[src/rtl/slave_port.sv]
// Serial-bus target endpoint: deserialises address/write data, issues one
// parallel memory request, and serialises read data back LSB first.
// Ports: clk, rstn; serial side swdata/smode/mvalid in, srdata/svalid/sready
// out; memory side mem_addr/mem_wdata/mem_wen/mem_valid out with mem_ready,
// and mem_rdata/mem_rvalid in.
module slave_port #(
  parameter int ADDR_WIDTH = 12,
  parameter int DATA_WIDTH = 8
) (
  input  logic                  clk,
  input  logic                  rstn,
  input  logic                  swdata,
  input  logic                  smode,
  input  logic                  mvalid,
  output logic                  srdata,
  output logic                  svalid,
  output logic                  sready,
  output logic [ADDR_WIDTH-1:0] mem_addr,
  output logic [DATA_WIDTH-1:0] mem_wdata,
  output logic                  mem_wen,
  output logic                  mem_valid,
  input  logic                  mem_ready,
  input  logic [DATA_WIDTH-1:0] mem_rdata,
  input  logic                  mem_rvalid
);

  localparam int MAXW =
    (ADDR_WIDTH > DATA_WIDTH) ? ADDR_WIDTH : DATA_WIDTH;
  localparam int CW = $clog2(MAXW + 1);

  localparam logic [CW-1:0] ONE    = CW'(1);
  localparam logic [CW-1:0] A_LAST = CW'(ADDR_WIDTH - 1);
  localparam logic [CW-1:0] D_LAST = CW'(DATA_WIDTH - 1);
  localparam logic [CW-1:0] D_END  = CW'(DATA_WIDTH);

  localparam logic [2:0] S_IDLE  = 3'd0;
  localparam logic [2:0] S_ADDR  = 3'd1;
  localparam logic [2:0] S_WDATA = 3'd2;
  localparam logic [2:0] S_REQ   = 3'd3;
  localparam logic [2:0] S_RWAIT = 3'd4;
  localparam logic [2:0] S_RDATA = 3'd5;

  logic [2:0]            state;
  logic [CW-1:0]         cnt;
  logic                  mode;
  logic [ADDR_WIDTH-1:0] addr;
  logic [DATA_WIDTH-1:0] wbuf;
  logic [DATA_WIDTH-1:0] rbuf;

  // Bits arrive LSB first, so shifting in at the top leaves the
  // word correctly aligned once the final bit lands.
  logic [ADDR_WIDTH-1:0] addr_sh;
  logic [DATA_WIDTH-1:0] wbuf_sh;

  assign addr_sh = {swdata, addr[ADDR_WIDTH-1:1]};
  assign wbuf_sh = {swdata, wbuf[DATA_WIDTH-1:1]};

  // Gated by rstn so every output reads 0 while reset is held.
  assign sready = rstn & (state == S_IDLE);

  always_ff @(posedge clk or negedge rstn) begin
    if (!rstn) begin
      state     <= S_IDLE;
      cnt       <= '0;
      mode      <= 1'b0;
      addr      <= '0;
      wbuf      <= '0;
      rbuf      <= '0;
      srdata    <= 1'b0;
      svalid    <= 1'b0;
      mem_addr  <= '0;
      mem_wdata <= '0;
      mem_wen   <= 1'b0;
      mem_valid <= 1'b0;
    end else begin
      unique case (state)
        S_IDLE: begin
          if (mvalid) begin
            addr  <= addr_sh;
            mode  <= smode;
            cnt   <= ONE;
            state <= S_ADDR;
          end
        end
        S_ADDR: begin
          if (mvalid) begin
            addr <= addr_sh;
            if (cnt == A_LAST) begin
              cnt <= '0;
              if (mode) begin
                state <= S_WDATA;
              end else begin
                state     <= S_REQ;
                mem_valid <= 1'b1;
                mem_wen   <= 1'b0;
                mem_addr  <= addr_sh;
              end
            end else begin
              cnt <= cnt + ONE;
            end
          end
        end
        S_WDATA: begin
          if (mvalid) begin
            wbuf <= wbuf_sh;
            if (cnt == D_LAST) begin
              cnt       <= '0;
              state     <= S_REQ;
              mem_valid <= 1'b1;
              mem_wen   <= 1'b1;
              mem_addr  <= addr;
              mem_wdata <= wbuf_sh;
            end else begin
              cnt <= cnt + ONE;
            end
          end
        end
        S_REQ: begin
          if (mem_ready) begin
            mem_valid <= 1'b0;
            state     <= mode ? S_IDLE : S_RWAIT;
          end
        end
        S_RWAIT: begin
          if (mem_rvalid) begin
            rbuf   <= mem_rdata >> 1;
            srdata <= mem_rdata[0];
            svalid <= 1'b1;
            cnt    <= ONE;
            state  <= S_RDATA;
          end
        end
        S_RDATA: begin
          if (cnt == D_END) begin
            svalid <= 1'b0;
            srdata <= 1'b0;
            cnt    <= '0;
            state  <= S_IDLE;
          end else begin
            srdata <= rbuf[0];
            rbuf   <= rbuf >> 1;
            cnt    <= cnt + ONE;
          end
        end
        default: state <= S_IDLE;
      endcase
    end
  end

endmodule

[config.mk]
export PLATFORM = sky130hd
export DESIGN_NAME = slave_port
export DESIGN_NICKNAME = d
export VERILOG_FILES = /design/src/rtl/slave_port.sv
export SDC_FILE = /design/constraint.sdc
export NUM_CORES = 1
export LEC_CHECK = 0
export ABC_AREA = 1
export CELL_PAD_IN_SITES_DETAIL_PLACEMENT = 1
export CELL_PAD_IN_SITES_GLOBAL_PLACEMENT = 1
export CORE_MARGIN = 4
export CORE_UTILIZATION = 38
export CTS_CLUSTER_DIAMETER = 120
export DETAILED_ROUTE_END_ITERATION = 16
export PLACE_DENSITY = 0.81
export SYNTH_ARGS = -nofsm -noshare
export SYNTH_HDL_FRONTEND = slang
export SYNTH_SLANG_ARGS = --single-unit
[constraint.sdc]
create_clock -name clk -period 1.77 [get_ports clk]
set_clock_uncertainty 0.15 [all_clocks]
set_input_delay 0.177 -clock clk [delete_from_list [all_inputs] [get_ports clk]]
set_output_delay 0.177 -clock clk [all_outputs]
set_load 0.05 [all_outputs]
Word level (Yosys, flattened, before mapping). Cells that the tools add are included.

Bits in registers: 60. Latch bits: 0. Bits in writable memories: 0. Bits in read-only memories: 0. Bits of input ports: 15. Output and inout bits: 25. Logic and storage cells: 94. Memories: 0.

Add/sub/neg operators: 1. Multiply operators: 0. Divide/modulo/power cells: 0. $lt $le $gt $ge: 0. Eq/ne operators: 18. Shift-type cells: 0. Mux-type cells: 45. Bitwise operators: 1. Reductions and logical operators: 17.

Operators by type and width (number): 12-bit two-way mux (5); 4-bit two-way mux (7); 3-bit two-way mux (9); 12-bit case mux with 2 select lines (1); 2-bit != test, second input constant (10); 4-bit case mux with 5 select lines (1); 3-bit case mux with 6 select lines (1); 8-bit two-way mux (2); 8-bit case mux with 2 select lines (1); 1-bit two-way mux (14); 3-bit AND reduction (3); 4-bit equality test, second input constant (2); 2-bit AND reduction (4); 8-bit AND reduction (1); 7-bit AND reduction (1); 3-bit by 2-bit equality test with 1-bit output, second input constant (2); 3-bit equality test, second input constant (2); 1-bit case mux with 2 select lines (3); 6-bit AND reduction (1); 5-bit AND reduction (1); 5-bit nonzero test (1); 4-bit by 1-bit adder with 4-bit output, second input constant (1); 4-bit by 3-bit equality test with 1-bit output, second input constant (1); 2-bit nonzero test (2); 6 further kinds (6).

Depth between registers and ports, before layout.
Word-level depth: 4. Gate-level depth with buffers: 10. Depth with buffers taken out: 9.

Worst setup path before layout. OpenSTA, ideal clock, no wires.

Path type: register -> register. Start: reg cnt[0]. End: reg state[0]. Data arrival time: 1.292 ns. Required time: 1.504 ns. Path slack: 0.212 ns. Stages on the path, launching flop included: 10. Buffers on the path: 0. Clock period less this slack: 1.558 ns. Cells stage by stage: dfrtp_1 > inv_1 > ha_1 > nand3_2 > nand2_1 > nand2_1 > nor2_2 > nand2_1 > nand2_1 > nand2_1.

Word-level cells in the longest chain between the ends: 3. Elaborated cells between the ends (all ways): 7. Those cells by class: 6 x eq/ne; 1 x reduce/logical.

RTL lines: from (decl) (line 44) `logic [CW-1:0] cnt;`; from (signal assigned) (line 99) `cnt <= cnt + ONE;`; from (signal assigned) (line 114) `cnt <= cnt + ONE;`; from (signal assigned) (line 142) `cnt <= cnt + ONE;`; 4-bit by 3-bit equality test with 1-bit output (tied with other cells) (line 106) `if (cnt == D_LAST) begin`; 2-bit != test (no source line); 8-bit AND reduction (no source line) (*); to (signal assigned) (line 121) `state <= mode ? S_IDLE : S_RWAIT;`; to (decl) (line 43) `logic [2:0] state;`.

Mark *: on every way between the ends. The rest lies on a longest branch, timed or not. A chain may end at the register's enable or synchronous reset.

Worst setup path in the final report.
Start: reg state[0]. End: out sready.

Word-level cells in the longest chain between the ends: 2.

RTL lines: 3-bit logical NOT (line 59) `assign sready = rstn & (state == S_IDLE);`; 1-bit bitwise AND (line 59); to (decl) (line 17) `output logic sready,`.

Every way passes these cells.

==> impl_metrics.yaml <==
run_status:
  status: "finished clean"
global_routing:
  met3_usage: 0.0443
  grt_antenna_before_repair: 0
  overflow: 0
  grt_pass1_vias: 2769
  busiest_layer: "met2"
  use_met2: 0.283
  grt_first_pass_wirelength_mm: 13.1
  grt_use_met1: 0.207
  grt_max_degree: 59
  track_usage: 0.167
setup_path:
  timing.rr.end: "state[1]$_DFFE_PN0P_"
  reg2reg_depth: 10
  end_kind: "output port"
  r2r_start: "state[0]$_DFFE_PN0P_"
  rrSetupSlack_ns: 0.05
  crit_slowest_cell: "dfrtp_1"
  worstPathCellList: "buf_4 > nor2_4 > and3_4 > buf_12"
  critPathMaxFanout: 3
  startpoint_type: "flop"
  max_stage_delay_ns: 0.42
  cp.required_ns: 1.44
  crit_type: "reg -> out"
  worstPathArrival_ns: 1.40
yosys:
  yosys_register_bits: 58
  synthFlopType: "dfrtp_1"
  yosys-top-cells-area: "dfrtp_1, nand2_1, o21ai_0, nand3_1, inv_1"
  synth.area.mux_share: 0
  synth_common_cells: "nand2_1, dfrtp_1, o21ai_0, inv_1, nand3_1"
  synth_top_area_frac: 0.471
  yosys.area.top_type: "dfrtp_1"
  synthSimpleGateAreaFrac: 0.295
  seq_area_frac_synth: 0.471
  synthArstFlopShare: 1.00
  yosys_warnings: 0
  synth_xor_xnor_area_share: 0.00568
  synth_edf_count: 0
  synth_compound_area_frac: 0.125
  synthCells: 363
  syn_nets: 380
  avgSynthCellArea_um2: 8.49
  synth_most_common_cell: "nand2_1"
  synth_top_family_by_area: "simple AND/OR/NAND/NOR gates"
  synth_cell_types: 35
  netlist_area_um2: 3080
  synth_fa_ha_area_frac: 0.00812
placed_design:
  io_buffers: 39
  place_congestion: 0.844
  dp_hpwl_mm: 5.30
cells_and_area:
  nFillCells: 940
  multi_input_area_um2: 1450
  layout-drive-gt1-share: 0.299
  final_nets: 444
  diodes: 0
  fin_util: 0.508
  ff_latch_area_um2: 1460
  synthToLayoutAreaGrowth_pct: 28.8
route:
  vias: 2603
  ant_nets: 0
  drc: 0
  wl_mm: 7.98
  first_pass_iters: 4
  drt_iter0_drc: 65
  wl_per_cell_um: 14.9
  routed_via_density: 4.87
timing:
  fin_setup_tns_ns: 0
  hold_viol: 0
  fmax_mhz: 580
  final-setup-viol-count: 0
  grt_setup_unrepaired: "true"
  min_period_ns: 1.72
  maxSlewHeadroom: 0.772
  timing.final.crit_share: 0.975
  slew_violations: 0
  worstMarginPinSlew_ns: 0.341
pwr:
  p_per_area_nw_per_um2: 1650
  ir_drop_uv: 596
  power_mw: 6.56
  leakagePower_nw: 1.95
cts:
  cts.sinks: 58
  cts_tree: "done"
  cts_made_buffers: 9
  cts_buffer_depth: 2
  clock-root-buffer: "clkbuf_8"
  clk_latency_ns: 0.35
  clk_pin_slew_ns: 0.07
  ctsHtreeMaxLevel: 3
job:
  maxCapViolCount: 0
worst_hold_path:
  hold_path_class: "in -> async"
die:
  initial_core_util: 0.395
  core_area_um2: 7810
  die_area_um2: 9610
  rows: 32
  die_y_um: 98.1
  die_w_um: 98.1
  io_pins: 40
## metrics by stage
| step | setup WS, ns | instance area [um^2] | cells | hold slack (ns) |
|---|---|---|---|---|
| 2_1_floorplan | 0.212 | 3080 | 363 | -0.269 |
| 3_5_place_dp | -0.0669 | 3570 | 506 | 0.100 |
| 5_1_grt | -0.0794 | 3970 | 534 | 0.317 |
| 4_1_cts | 0.0234 | 3810 | 525 | 0.255 |
| 6_report | 0.0450 | 3970 | 534 | 0.245 |
| 3_3_place_gp | -0.0362 | 3570 | 506 | 0.0957 |
## what timing repair did
action	4_1_cts	5_1_grt
setup endpoints to repair	35	33
resized for setup	6	20
cloned	0	1
pin swaps	1	3
buffers inserted	2	8
hold buffers	1	0
hold endpoints to repair	58	0
## flip-flops by register name (all words and copies together), names as in the netlist
name,flops
cnt,4
state,3
mem_valid,1
addr,12
rbuf,7
wbuf,7
srdata,1
svalid,1
mem_wdata,8
mode,1
mem_wen,1
mem_addr,12
## worst max-delay path by stage
stage,startpoint,to,slack (ns),cells past startpoint
finish,state[0]$_DFFE_PN0P_,sready,0.05,4
global route,state[0]$_DFFE_PN0P_,state[1]$_DFFE_PN0P_,-0.08,10
CTS,cnt[0]$_DFFE_PN0P_,state[0]$_DFFE_PN0P_,0.02,8
detailed placement,state[2]$_DFFE_PN0P_,mem_addr[7]$_DFFE_PN0P_,-0.07,5
global placement,state[2]$_DFFE_PN0P_,cnt[1]$_DFFE_PN0P_,-0.04,9
floorplan,cnt[0]$_DFFE_PN0P_,state[0]$_DFFE_PN0P_,0.21,9
## worst max-delay path, delay by kind of cell, from the launching register on
kind          cells  cell delay (ns)
buf+inv           2             0.31
flops             1             0.42
simple gates      2             0.32
## layout by cell type (no fill, tap or decap), drive strengths merged
master and instances:
nand2 119, o21a 1, clkbuf 10, dfrtp 58
inv 44, o22ai 1, clkdlybuf4s50 13, o31ai 1
dlygate4sd3 1, xor2 2, nor2 20, dlymetal6s2s 1
nand4 4, a21oi 2, ha 2, o21ai 57
clkinv 2, nor3 1, clkinvlp 3, nor4 1
nand3 36, buf 51, and3 1, o21bai 1
## where the power goes
part           internal [mW]  total [mW]  leakage [nW]  switching (mW)
combinational           1.22        3.35          1.11            2.14
clock                  0.545        1.14        0.0847           0.595
sequential              1.74        2.06         0.759           0.328
total                   3.50        6.56          1.95            3.06
## cells by family after synthesis
| kind of cell | count (synthesis) |
|---|---|
| simple gates | 181 |
| compound gates | 63 |
| flops | 58 |
| buf+inv | 57 |
| xor+xnor | 2 |
| fa+ha+maj | 2 |
## routing by layer
metal | routed length (um) | part of all wire | up-vias
met5 | 0 | 0 | -
met4 | 189 | 0.024 | 0
met3 | 301 | 0.038 | 16
met2 | 4010 | 0.50 | 43
met1 | 3480 | 0.44 | 1252
li1 | - | - | 1292
## cell type report
type	count	area share
Clock buffer	10	0.0347
Clock inverter	6	0.0104
Inverter	43	0.0438
Multi-Input combinational cell	249	0.364
Sequential cell	58	0.367
Tap cell	102	0.0322
Timing Repair Buffer	66	0.148
Note: power is estimated with default switching activity, not from simulation.
==> RTL edit (same flow settings) <==
The parameter `ADDR_WIDTH` goes from 12 to 14.
--- a/src/rtl/slave_port.sv
+++ b/src/rtl/slave_port.sv
@@ -5,5 +5,5 @@
 // and mem_rdata/mem_rvalid in.
 module slave_port #(
-  parameter int ADDR_WIDTH = 12,
+  parameter int ADDR_WIDTH = 14,
   parameter int DATA_WIDTH = 8
 ) (
Ports: changed (resized mem_addr); port bits go from 40 to 42. No check against the original RTL was run, so the function may have changed too.
==> RTL edit against the original RTL <==
  * Utilization up 0.087 points
  * Synthesized area down 4.3%
  * Total power up 11%
  * Worst setup slack better by 0.018 ns
  * Largest cell class unchanged
  * Sequential cell count up 4
  * Largest power group unchanged
  * Design area down 4.9%
  * Sequential share of layout area up 4.6 points
  * First-iteration DRC count up 65%
  * Wire length down 7.6%
==> RTL edit: results <==
clock_tree:
  clk_latency_ns: 0.35
  numCtsBuffers: 9
  clockBufferDepth: 2
  clockRootBuffer: "clkbuf_8"
  path_clk_slew_ns: 0.07
  h-tree-depth: 3
detailed_routing:
  wl_met1_um: 3400
  highest_layer: "met4"
  drtPass1Iterations: 4
  via_count: 2569
  wire_per_inst_um: 14.1
  drtIter0Drc: 107
  routed_wl_um: 7380
  wl_met3_um: 367
  wl_met2_um: 3490
synth:
  synth_cell_types: 26
  synth_common_cells: "113 x nand2_1, 62 x dfrtp_1, 48 x o21ai_0"
  muxShareOfSynthArea: 0
  synth_xor_area_frac: 0.00594
  synthAdderAreaFrac: 0.0127
  synthTopCellsByArea: "dfrtp_1 53%, nand2_1 14%, o21ai_0 8.1%"
  synth.net_count: 381
  avgSynthCellArea_um2: 8.13
  synth_compound_area_frac: 0.139
  synth-seq-area-share: 0.526
  async_reset_ff_frac: 1.00
  synth_warnings: 0
placement:
  place_hpwl_um: 5020
  gp_congestion: 0.876
  dp.cells: 504
  place_ws_ns: -0.0626
  placed_area_um2: 3470
  port_buffers: 41
global_routing:
  grt_use_met2: 0.282
  grt_overflow: 0
  met3_usage: 0.0532
  antenna_found_initial: 0
  grt_max_degree: 63
  track_usage: 0.176
  grt_pass1_vias: 2682
  met1_usage: 0.228
  grt_pass1_wl_um: 12600
worst_setup_path:
  reg2reg_depth: 8
  path_max_fanout: 29
  arrival_ns: 1.78
cells_and_area:
  final_nets: 436
  diodes: 0
  top_regs: "addr: 14 flops, mem_addr: 14 flops, mem_wdata: 8 flops"
  drive_gt1_frac: 0.220
run_status:
  status: "finished, final reports clean"
hold_path:
  hp-class: "primary input to register"
  hold-path-cell-count: 3
sta:
  max_slew_margin: 0.469
power_and_ir_drop:
  p_leak_uw: 0.00190
  ir_worst_vdd_v: 0.000858
## RTL edit: cell types whose count changed in the layout (fill, tap and decap cells not counted), sizes merged, moves of 3 or more
| cell | change |
|---|---|
| dfrtp | +4 |
| nand3 | -13 |
| buf | -9 |
| a21oi | +3 |
| o21ai | +13 |
## RTL edit: power breakdown
| part | total, uW | switching (uW) | internal, uW |
|---|---|---|---|
| sequential | 2370 | 395 | 1980 |
| clock | 1360 | 589 | 768 |
| combinational | 3550 | 2400 | 1160 |
## RTL edit: area by class of cell
type / count / area (um^2)
Timing Repair Buffer: 56 / 494
Inverter: 44 / 168
Tap cell: 99 / 124
Fill cell: 905 / 3640
Sequential cell: 62 / 1560
Multi-Input combinational cell: 245 / 1210
Clock buffer: 12 / 165
Clock inverter: 4 / 51.3
## RTL edit: worst paths after layout
check / from / end / slack [ns]
setup / recovery: cnt[1] / mem_addr[13] / 0.06
hold / removal: mem_rdata[7] / rbuf[6] / 0.25
setup reg to reg: cnt[1] / mem_addr[13] / 0.06
hold reg to reg: svalid / svalid / 0.34
max in group asynchronous: rstn / cnt[0] / 0.49
min in group asynchronous: rstn / state[0] / 0.40
## RTL edit: cell families (layout without fill, tap and decap cells)
group | Yosys count | after routing
compound gates | 78 | 78
xor+xnor | 2 | 2
fa+ha+maj | 3 | 3
buf+inv | 56 | 116
flops | 62 | 62
simple gates | 162 | 162
## RTL edit: worst max-delay path, cell delays in order (launching register included)
cell and delay (ns):
dfrtp_1 0.41, inv_1 0.11, ha_1 0.18, nand3_2 0.13, o21ai_2 0.16, nand3_2 0.13, buf_12 0.19, nand2_1 0.07
o21ai_1 0.06
## RTL edit: repair_timing
item,in CTS,in global routing
endpoints found under the hold margin,62,0
setup endpoints to repair,17,37
buffers inserted,0,1
pin swaps,0,1
resized for setup,6,17
hold buffers,1,0
